$ cat src/rtl/alu_op_sequencer.sv
// alu_op_sequencer: plays a small stored program of {mode, A, B} words into
// an accumulator ALU. Each instruction takes one ISSUE cycle and one CAPTURE
// cycle. The sequencer returns each accumulator result with a valid strobe
// and keeps a sticky record of the first nonzero ALU error code.
// Optional feature macro: ALU_SEQ_HALT_ON_ERROR_EN. When it is defined, the
// run ends after the capture of the first instruction that reports an error.
module alu_op_sequencer #(
    parameter int datalen  = 8,
    parameter int modelen  = 4,
    parameter int errorlen = 2,
    parameter int addrlen  = 4
) (
    input  logic                          clk,
    input  logic                          reset,
    input  logic                          prog_we,
    input  logic [addrlen-1:0]            prog_addr,
    input  logic [modelen+2*datalen-1:0]  prog_data,
    input  logic [addrlen:0]              prog_len,
    input  logic                          start,
    output logic                          busy,
    output logic                          done,
    output logic [datalen-1:0]            alu_inA,
    output logic [datalen-1:0]            alu_inB,
    output logic [modelen-1:0]            alu_mode,
    output logic                          alu_clear,
    input  logic [datalen-1:0]            alu_out,
    input  logic [errorlen-1:0]           alu_err,
    output logic [datalen-1:0]            result,
    output logic                          result_valid,
    output logic [errorlen-1:0]           err_code,
    output logic [addrlen-1:0]            err_pc
);

    localparam int wordlen = modelen + 2 * datalen;
    localparam int depth   = 1 << addrlen;
    localparam logic [addrlen:0] depth_c = (addrlen + 1)'(depth);

    typedef enum logic [2:0] {
        IDLE    = 3'd0,
        CLEAR   = 3'd1,
        ISSUE   = 3'd2,
        CAPTURE = 3'd3,
        DONE    = 3'd4
    } state_t;

    state_t               state_r;
    logic [addrlen-1:0]   pc_r;
    logic [addrlen:0]     len_r;
    logic [wordlen-1:0]   store_r [depth];
`ifdef ALU_SEQ_HALT_ON_ERROR_EN
    logic                 err_hit_r;
`endif

    logic [addrlen:0]     len_sat_s;
    logic [addrlen:0]     pc_inc_s;
    logic [wordlen-1:0]   issue_word_s;
    logic [wordlen-1:0]   next_word_s;
    logic                 err_now_s;
    logic                 halt_s;

    // Program store: host writes land only while no run is in progress.
    always_ff @(posedge clk) begin
        if (prog_we && !busy) begin
            store_r[prog_addr] <= prog_data;
        end else begin
            store_r[prog_addr] <= store_r[prog_addr];
        end
    end

    // Length saturation, next-pc arithmetic, store lookups and run-end decision.
    always_comb begin
        len_sat_s    = (prog_len > depth_c) ? depth_c : prog_len;
        pc_inc_s     = {1'b0, pc_r} + {{addrlen{1'b0}}, 1'b1};
        issue_word_s = store_r[pc_r];
        next_word_s  = store_r[pc_inc_s[addrlen-1:0]];
        err_now_s    = (alu_err != {errorlen{1'b0}});
`ifdef ALU_SEQ_HALT_ON_ERROR_EN
        halt_s       = (pc_inc_s == len_r) || err_hit_r;
`else
        halt_s       = (pc_inc_s == len_r);
`endif
    end

    // Sequencer FSM: every output is registered on entry to the state that owns it.
    always_ff @(posedge clk) begin
        if (reset) begin
            state_r      <= IDLE;
            pc_r         <= {addrlen{1'b0}};
            len_r        <= {(addrlen + 1){1'b0}};
            busy         <= 1'b0;
            done         <= 1'b0;
            alu_inA      <= {datalen{1'b0}};
            alu_inB      <= {datalen{1'b0}};
            alu_mode     <= {modelen{1'b0}};
            alu_clear    <= 1'b0;
            result       <= {datalen{1'b0}};
            result_valid <= 1'b0;
            err_code     <= {errorlen{1'b0}};
            err_pc       <= {addrlen{1'b0}};
`ifdef ALU_SEQ_HALT_ON_ERROR_EN
            err_hit_r    <= 1'b0;
`endif
        end else begin
            done         <= 1'b0;
            result_valid <= 1'b0;
            case (state_r)
                IDLE, DONE: begin
                    if (start) begin
                        len_r     <= len_sat_s;
                        pc_r      <= {addrlen{1'b0}};
                        err_code  <= {errorlen{1'b0}};
                        err_pc    <= {addrlen{1'b0}};
                        busy      <= 1'b1;
                        alu_clear <= 1'b1;
                        state_r   <= CLEAR;
                    end else begin
                        state_r   <= IDLE;
                    end
                end
                CLEAR: begin
                    alu_clear <= 1'b0;
                    if (len_r == {(addrlen + 1){1'b0}}) begin
                        busy    <= 1'b0;
                        done    <= 1'b1;
                        state_r <= DONE;
                    end else begin
                        alu_mode <= issue_word_s[wordlen-1 -: modelen];
                        alu_inA  <= issue_word_s[2*datalen-1 -: datalen];
                        alu_inB  <= issue_word_s[datalen-1:0];
                        state_r  <= ISSUE;
                    end
                end
                ISSUE: begin
                    if (err_now_s && (err_code == {errorlen{1'b0}})) begin
                        err_code <= alu_err;
                        err_pc   <= pc_r;
                    end else begin
                        err_code <= err_code;
                    end
`ifdef ALU_SEQ_HALT_ON_ERROR_EN
                    err_hit_r <= err_now_s;
`endif
                    alu_mode <= {modelen{1'b0}};
                    alu_inA  <= {datalen{1'b0}};
                    alu_inB  <= {datalen{1'b0}};
                    state_r  <= CAPTURE;
                end
                CAPTURE: begin
                    result       <= alu_out;
                    result_valid <= 1'b1;
                    pc_r         <= pc_inc_s[addrlen-1:0];
                    if (halt_s) begin
                        busy    <= 1'b0;
                        done    <= 1'b1;
                        state_r <= DONE;
                    end else begin
                        alu_mode <= next_word_s[wordlen-1 -: modelen];
                        alu_inA  <= next_word_s[2*datalen-1 -: datalen];
                        alu_inB  <= next_word_s[datalen-1:0];
                        state_r  <= ISSUE;
                    end
                end
                default: begin
                    busy      <= 1'b0;
                    alu_clear <= 1'b0;
                    alu_mode  <= {modelen{1'b0}};
                    alu_inA   <= {datalen{1'b0}};
                    alu_inB   <= {datalen{1'b0}};
                    state_r   <= IDLE;
                end
            endcase
        end
    end

endmodule

$ cat config.mk
export PLATFORM = sky130hd
export DESIGN_NAME = alu_op_sequencer
export DESIGN_NICKNAME = d
export VERILOG_FILES = /design/src/rtl/alu_op_sequencer.sv
export SDC_FILE = /design/constraint.sdc
export NUM_CORES = 1
export LEC_CHECK = 0
export CORE_UTILIZATION = 40
export DETAILED_ROUTE_END_ITERATION = 10
export HOLD_SLACK_MARGIN = 0.12
export SETUP_SLACK_MARGIN = 0.1
export SYNTH_ARGS = -nofsm -noshare
export SYNTH_HDL_FRONTEND = slang
export SYNTH_SLANG_ARGS = --single-unit
export TNS_END_PERCENT = 100
$ cat constraint.sdc
create_clock -name clk -period 2.9 [get_ports clk]
set_clock_uncertainty 0.2 [all_clocks]
set_input_delay 0.435 -clock clk [delete_from_list [all_inputs] [get_ports clk]]
set_output_delay 0.435 -clock clk [all_outputs]
set_load 0.1 [all_outputs]
==> impl_metrics.py, run 1 <==
metrics = {
    "pwr": {
        "clock_power_share_pct": 40.6,
        "switching_power_uw": 2860,
        "ir_worst_vdd_uv": 297,
        "totalPowerFinal_uw": 11800,
        "power_frac_seq_pct": 51.0,
        "p_leak_uw": 0.00617,
        "power.share.combinational_pct": 8.4,
        "cellPowerDensity_nw_per_um2": 588,
        "switching_share_pct": 24.3,
        "cell_internal_pwr_uw": 8930,
    },
    "floorplanning": {
        "initial_cell_density_of_the_core_pct": 40.6,
        "core_area_um2": 41900,
        "floorplan.die.height_um": 208,
        "floorplan.die_area_um2": 43400,
        "dieWidth_um": 208,
        "rows": 75,
        "top_level_ports": 81,
    },
    "grt": {
        "initial_antenna_violation_count": 0,
        "grt_first_pass_wirelength_mm": 70.6,
        "grt_pass1_vias": 10985,
        "maximum_number_of_pins_on_one_net_before_global_route_repair": 114,
        "grt_use_total_pct": 22.1,
        "global_route.overflow_total": 0,
    },
    "yosys": {
        "yosysTopAreaCellShare_pct": 56.4,
        "post_synth_instance_area_um2": 17000,
        "number_of_enable_flip_flop_cells_after_synthesis": 320,
        "synth_simple_gate_area_share_pct": 8.69,
        "postSynth.asyncResetShare_pct": 0,
        "synth.area.top_cells": "sky130_fd_sc_hd__edfxtp_1 56%, sky130_fd_sc_hd__mux4_2 16%, sky130_fd_sc_hd__dfxtp_1 6.3%",
        "synth_top_flop_cell": "sky130_fd_sc_hd__edfxtp_1",
        "yosys.area_share.adder_pct": 0.0734,
        "synth_compound_gate_area_share_pct": 5.81,
        "yosysSeqAreaShare_pct": 62.7,
        "avgSynthCellArea_um2": 15.7,
        "synthesis_warnings": 0,
        "netlist-cell-type-count": 48,
        "synth.area.mux_share_pct": 19.7,
        "synth_xor_area_share_pct": 0.543,
        "synth.ff_latch_count": 374,
        "synth.largest_area_cell": "sky130_fd_sc_hd__edfxtp_1",
        "synthesis.nets": 1130,
        "combinational_family_with_the_most_area_after_synthesis": "multiplexers",
        "synthesis.instances": 1086,
    },
    "timing": {
        "relSlewSlack_pct": 51.3,
        "holdWs_ps": 253,
        "post-route-period-util_pct": 91.3,
        "timing.final.setup_violations": 0,
        "timing_worst_slew_pin_value_ps": 730,
        "unrepaired_setup_endpoints_after_global_routing": "no",
        "final_max_slew_violation_count": 0,
        "fin_setup_tns_ps": 0,
        "fmax_ghz": 0.378,
        "final.min_clock_period_ps": 2650,
        "finalHoldViolations": 0,
    },
    "clock_tree": {
        "cts_max_path_buffers": 3,
        "count_of_h_tree_levels_built_during_cts": 2,
        "numClockSinks": 374,
        "ctsRootBufferMaster": "sky130_fd_sc_hd__clkbuf_16",
        "clkTransAtPathRegs_ps": 70,
        "total_clock_buffers_created_by_cts": 40,
        "cts_tree": "built",
        "clock_latency_on_the_worst_skew_pair_ps": 540,
    },
    "worst_setup_path": {
        "start_kind": "flop",
        "cp-end-kind": "flop",
        "critical_path_required_ps": 3130,
        "worst-path-max-fanout": 56,
        "path_class": "flop to flop",
        "cp_data_arrival_time_ps": 2870,
    },
    "detailed_routing": {
        "wirelength_per_cell_um": 27.3,
        "drtIter0Drc": 1322,
        "drt_pass1_iterations": 7,
        "antenna_violating_nets_post_route": 0,
        "route.detailed.drc": 0,
        "drt_wl_total_mm": 48.1,
        "num_vias": 10813,
        "drt-vias-per-instance": 6.13,
    },
    "placement": {
        "io_buffer_count": 80,
        "dp_hpwl_mm": 27.6,
        "placed_cells": 1690,
        "final_wtd_congestion": 0.795,
    },
    "run_status": {
        "status": "finished, final reports clean",
    },
    "layout": {
        "layout.cells.most_common_list": "320 x sky130_fd_sc_hd__edfxtp_1, 122 x sky130_fd_sc_hd__mux4_2, 108 x sky130_fd_sc_hd__nand2_1",
        "fin_cells": 1763,
        "num_antenna_cells": 0,
        "fraction_of_layout_instances_using_a_drive_strength_above_1_pct": 27.5,
        "area_delta_synth_final_pct": 17.8,
        "finalNetCount": 1238,
        "share_of_the_core_filled_with_cells_pct": 47.8,
        "layout_commonest_cell": "sky130_fd_sc_hd__edfxtp_1",
    },
    "worst_hold_path": {
        "worst_min_path_class": "primary input to flop",
    },
    "job": {
        "drv_cap": 0,
    },
}
==> through the flow <==
step                setup slack, ps  instance area [um^2]
global route                    132                 20100
CTS                             129                 20000
global placement                216                 18800
finish                          253                 20100
floorplan                     -57.3                 17100
detailed placement              120                 18800
==> area by class of cell <==
class,count,area [um^2]
clock buffers,53,1070
multi-input cells,629,6070
well taps,539,674
repair buffers,147,1400
clock inverters,19,145
fillers,3537,21900
inverters,2,7.51
flip-flops and latches,374,10700
==> Yosys cell counts, types with 2 or more instances <==
| cell | count |
|---|---|
| sky130_fd_sc_hd__a31oi_1 | 19 |
| sky130_fd_sc_hd__buf_4 | 10 |
| sky130_fd_sc_hd__buf_6 | 5 |
| sky130_fd_sc_hd__nand4b_1 | 2 |
| sky130_fd_sc_hd__nor2b_1 | 4 |
| sky130_fd_sc_hd__a211oi_1 | 3 |
| sky130_fd_sc_hd__o21ai_0 | 5 |
| sky130_fd_sc_hd__mux4_2 | 122 |
| sky130_fd_sc_hd__clkbuf_1 | 35 |
| sky130_fd_sc_hd__or2_2 | 2 |
| sky130_fd_sc_hd__xnor2_1 | 4 |
| sky130_fd_sc_hd__nor3b_1 | 5 |
| sky130_fd_sc_hd__buf_1 | 2 |
| sky130_fd_sc_hd__dfxtp_1 | 54 |
| sky130_fd_sc_hd__nor3_2 | 19 |
| sky130_fd_sc_hd__a21oi_1 | 28 |
| sky130_fd_sc_hd__mux2i_1 | 60 |
| sky130_fd_sc_hd__nand4_1 | 2 |
| sky130_fd_sc_hd__a32oi_1 | 36 |
| sky130_fd_sc_hd__and2_1 | 2 |
| sky130_fd_sc_hd__nand3b_1 | 21 |
| sky130_fd_sc_hd__inv_1 | 2 |
| sky130_fd_sc_hd__or3_1 | 2 |
| sky130_fd_sc_hd__o311a_1 | 18 |
| sky130_fd_sc_hd__nand2b_1 | 4 |
| sky130_fd_sc_hd__xor2_1 | 2 |
| sky130_fd_sc_hd__nor3_1 | 8 |
| sky130_fd_sc_hd__nor2_1 | 90 |
| sky130_fd_sc_hd__nand2_1 | 108 |
| sky130_fd_sc_hd__edfxtp_1 | 320 |
| sky130_fd_sc_hd__buf_2 | 28 |
| sky130_fd_sc_hd__o21a_1 | 3 |
| sky130_fd_sc_hd__and3_1 | 2 |
| sky130_fd_sc_hd__nand3_1 | 28 |
| sky130_fd_sc_hd__o211ai_1 | 18 |
==> critical path: stages, from the launching register on <==
cell	delay (ps)
sky130_fd_sc_hd__dfxtp_1	430
sky130_fd_sc_hd__ha_4	230
sky130_fd_sc_hd__xor2_4	270
sky130_fd_sc_hd__buf_6	550
sky130_fd_sc_hd__mux2i_1	290
sky130_fd_sc_hd__a32oi_1	80
sky130_fd_sc_hd__a31oi_1	210
sky130_fd_sc_hd__o311a_1	200
sky130_fd_sc_hd__nor3_2	50
==> power by group through the flow <==
| stage | Sequential, uW | Clock (uW) | Combinational, uW |
|---|---|---|---|
| after floorplan | 6420 | 0 | 329 |
| after global placement | 6130 | 0 | 991 |
| after detailed placement | 6130 | 0 | 996 |
| after CTS | 6020 | 4850 | 999 |
| after global routing | 6030 | 5050 | 1050 |
| final | 6020 | 4780 | 995 |
==> cells by family after synthesis <==
kind of cell,after synthesis
buffers and inverters,83
xor gates and xnor gates,8
DFF,374
AOI/OAI and AO/OA,134
and+or+nand+nor,304
adders and majority gates,1
muxes,182
==> timing repair <==
action / 4_1_cts / 5_1_grt
setup buffers: 0 / 0
hold buffers: 0 / 0
endpoints found under the setup margin: 0 / 19
resized for setup: 0 / 3
==> final timing paths <==
path | startpoint | endpoint | slack [ps] | depth (start not counted)
setup / recovery | pc_r[1]$_SDFFE_PP0P_ | alu_inA[4]$_SDFFE_PP0P_ | 250 | 8
setup reg to reg | pc_r[1]$_SDFFE_PP0P_ | alu_inA[4]$_SDFFE_PP0P_ | 250 | 8
hold / removal | alu_out[4] | result[4]$_SDFFE_PP0P_ | 250 | 3
hold reg to reg | err_pc[2]$_SDFFE_PP0P_ | err_pc[2]$_SDFFE_PP0P_ | 260 | 2
==> per-layer routing <==
layer	routed length [um]	track usage, %	up-vias	part of all wire (%)
li1	-	-	4592	-
met1	20100	30.4	5540	42
met2	22600	35.1	573	47
met3	3870	3.40	108	8.0
met4	1610	8.84	0	3.4
met5	0	0	-	0
==> registers in the layout, summed over array words and instances (netlist names), 2 cells and up, named ones only <==
register / count
alu_inA: 8
alu_mode: 4
result: 8
err_code: 2
store_r: 320
len_r: 5
state_r: 3
err_pc: 4
alu_inB: 8
pc_r: 4
Note: power is estimated with default switching activity, not from simulation.
==> run 2: changes to the inputs <==
CAP_MARGIN = 30   (was default)
==> run 2 against run 1 <==
Compared with the run above:
- combinational power about the same
- core utilization rose by 0.70 points
- non-clock buffer count increased by 1
- cell area increased by 1.5%
- sequential power about the same
- global-route usage is 0.051 points higher
- final cell count up 0.17%
- first-iteration DRC count grew 3.3%
- worst hold slack lost 16 ps
==> impl_metrics.py, run 2 (synthesis results as in run 1) <==
metrics = {
    "layout": {
        "fin_cells": 1766,
        "area_delta_synth_final_pct": 19.5,
        "share_of_the_core_filled_with_cells_pct": 48.5,
        "layout_commonest_cell": "sky130_fd_sc_hd__edfxtp_1",
        "finalNetCount": 1240,
        "num_antenna_cells": 0,
        "fraction_of_layout_instances_using_a_drive_strength_above_1_pct": 28.1,
        "flip_flop_count_of_the_largest_register_all_copies_and_words_added": 320,
        "layout.cells.most_common_list": "320 x sky130_fd_sc_hd__edfxtp_1, 122 x sky130_fd_sc_hd__mux4_2, 108 x sky130_fd_sc_hd__nand2_1",
        "regMostFlops": "store_r",
    },
    "detailed_routing": {
        "drt-vias-per-instance": 6.15,
        "drtIter0Drc": 1366,
        "wirelength_per_cell_um": 27.4,
        "drt_pass1_iterations": 5,
        "route.detailed.drc": 0,
        "antenna_violating_nets_post_route": 0,
        "drt_wl_total_mm": 48.4,
        "num_vias": 10862,
    },
    "job": {
        "drv_cap": 0,
    },
    "timing": {
        "finalHoldViolations": 0,
        "relSlewSlack_pct": 53.0,
        "final_max_slew_violation_count": 0,
        "final.min_clock_period_ps": 2680,
        "timing_worst_slew_pin_value_ps": 706,
        "fmax_ghz": 0.373,
        "post-route-period-util_pct": 92.3,
        "postLayoutSetupSlackWorst_ps": 222,
        "unrepaired_setup_endpoints_after_global_routing": "no",
        "timing.final.setup_violations": 0,
    },
    "worst_setup_path": {
        "worst-path-max-fanout": 49,
        "cp-end-kind": "flop",
        "regToRegStartpoint": "pc_r[1]$_SDFFE_PP0P_",
        "critical_r2r_capture": "alu_inB[0]$_SDFFE_PP0P_",
        "cp_data_arrival_time_ps": 2890,
        "path_class": "flop to flop",
        "flop_to_flop_setup_slack_ps": 220,
        "reg2regPathDepth": 8,
        "start_kind": "flop",
        "critical_path_required_ps": 3110,
    },
    "clock_tree": {
        "ctsRootBufferMaster": "sky130_fd_sc_hd__clkbuf_16",
        "postCtsSetupBuffers": 0,
        "numClockSinks": 374,
        "post_cts_hold_buffer_count": 0,
        "cts_max_path_buffers": 3,
        "clock_latency_on_the_worst_skew_pair_ps": 550,
        "count_of_h_tree_levels_built_during_cts": 2,
        "total_clock_buffers_created_by_cts": 41,
        "cts_tree": "built",
        "clkTransAtPathRegs_ps": 60,
    },
    "placement": {
        "io_buffer_count": 80,
        "final_wtd_congestion": 0.795,
        "placed_cells": 1691,
        "dp_hpwl_mm": 27.8,
        "dpl_worst_slack_ps": 245,
    },
    "run_status": {
        "status": "finished, final reports clean",
    },
    "floorplanning": {
        "dieWidth_um": 208,
        "core_area_um2": 41900,
        "floorplan.die_area_um2": 43400,
        "top_level_ports": 81,
        "rows": 75,
        "initial_cell_density_of_the_core_pct": 40.6,
        "floorplan.die.height_um": 208,
    },
    "grt": {
        "maximum_number_of_pins_on_one_net_before_global_route_repair": 114,
        "initial_antenna_violation_count": 2,
        "grt_pass1_vias": 10900,
        "global_route.overflow_total": 0,
        "grt_use_total_pct": 22.1,
        "grt_first_pass_wirelength_mm": 70.4,
    },
    "worst_hold_path": {
        "worst_min_path_class": "primary input to flop",
        "hp-start": "alu_out[4]",
        "holdPathEnd": "result[4]$_SDFFE_PP0P_",
        "hold_path_depth": 3,
    },
    "pwr": {
        "ir_worst_vdd_uv": 347,
        "totalPowerFinal_uw": 12800,
        "p_leak_uw": 0.00630,
        "cellPowerDensity_nw_per_um2": 628,
    },
}
-- run 2: cell count changes in the layout (fill, tap and decap cells not counted), moves of 2 or more --
cell                        before  now
sky130_fd_sc_hd__clkbuf_8        2    0
sky130_fd_sc_hd__clkbuf_16      41   44
sky130_fd_sc_hd__bufinv_16       1   10
sky130_fd_sc_hd__clkbuf_1       11    7
sky130_fd_sc_hd__clkinv_2        8    4
-- run 2: layer usage --
metal  part of all wire, %  GRT usage, %  vias to the layer above
met5                 0.027             0                        -
met4                   2.9          7.87                        2
met3                   8.6          3.91                      102
met2                    47          35.6                      573
met1                    41          30.2                     5584
li1                      -             -                     4601
-- run 2: layout make-up --
| class | instances | area (um^2) |
|---|---|---|
| Sequential cell | 374 | 10700 |
| Clock buffer | 50 | 1100 |
| Timing Repair Buffer | 148 | 1420 |
| Multi-Input combinational cell | 629 | 6060 |
| Fill cell | 3519 | 21600 |
| Tap cell | 539 | 674 |
| Clock inverter | 24 | 393 |
| Inverter | 2 | 7.51 |
-- run 2: worst max-delay path by stage --
stage,from,endpoint,slack [ps],cells after the start
floorplan,busy$_SDFFE_PP0P_,store_r[5][0]$_DFFE_PP_,-60,3
global placement,pc_r[2]$_SDFFE_PP0P_,alu_mode[0]$_SDFFE_PP0P_,220,6
detailed placement,pc_r[1]$_SDFFE_PP0P_,alu_inB[0]$_SDFFE_PP0P_,250,8
CTS,pc_r[1]$_SDFFE_PP0P_,alu_inB[0]$_SDFFE_PP0P_,220,8
global route,pc_r[1]$_SDFFE_PP0P_,alu_inB[0]$_SDFFE_PP0P_,120,8
finish,pc_r[1]$_SDFFE_PP0P_,alu_inB[0]$_SDFFE_PP0P_,220,8
-- run 2: metrics by stage --
stage	hold WS [ps]	area (um^2)	setup TNS [ps]
6_report	236	20400	0
5_1_grt	240	20400	0
4_1_cts	217	20300	0
3_5_place_dp	252	18800	0
3_3_place_gp	243	18800	0
2_1_floorplan	277	17100	-3160
-- run 2: critical path, cell delays in order, from the launching register on --
cell and delay, ps:
sky130_fd_sc_hd__dfxtp_1 360, sky130_fd_sc_hd__ha_4 310, sky130_fd_sc_hd__buf_12 370, sky130_fd_sc_hd__nor2b_2 220
sky130_fd_sc_hd__buf_4 350, sky130_fd_sc_hd__a32oi_1 160, sky130_fd_sc_hd__a31oi_1 270, sky130_fd_sc_hd__o311a_1 220
sky130_fd_sc_hd__nor3_2 40
-- run 2: what timing repair did --
action / in CTS / in global routing
gates resized for setup: 0 / 2
endpoints found under the hold margin: 0 / 0
endpoints found under the setup margin: 0 / 2
-- run 2: report_power, final --
group	switching, uW	internal, uW
sequential	73.4	5940
clock	2150	3610
combinational	717	290
==> run 3: changes to the inputs <==
GPL_ROUTABILITY_DRIVEN = 0   (was default)
==> results of run 3 <==
No change in the layout: final DEF, timing and power equal those of run 2.
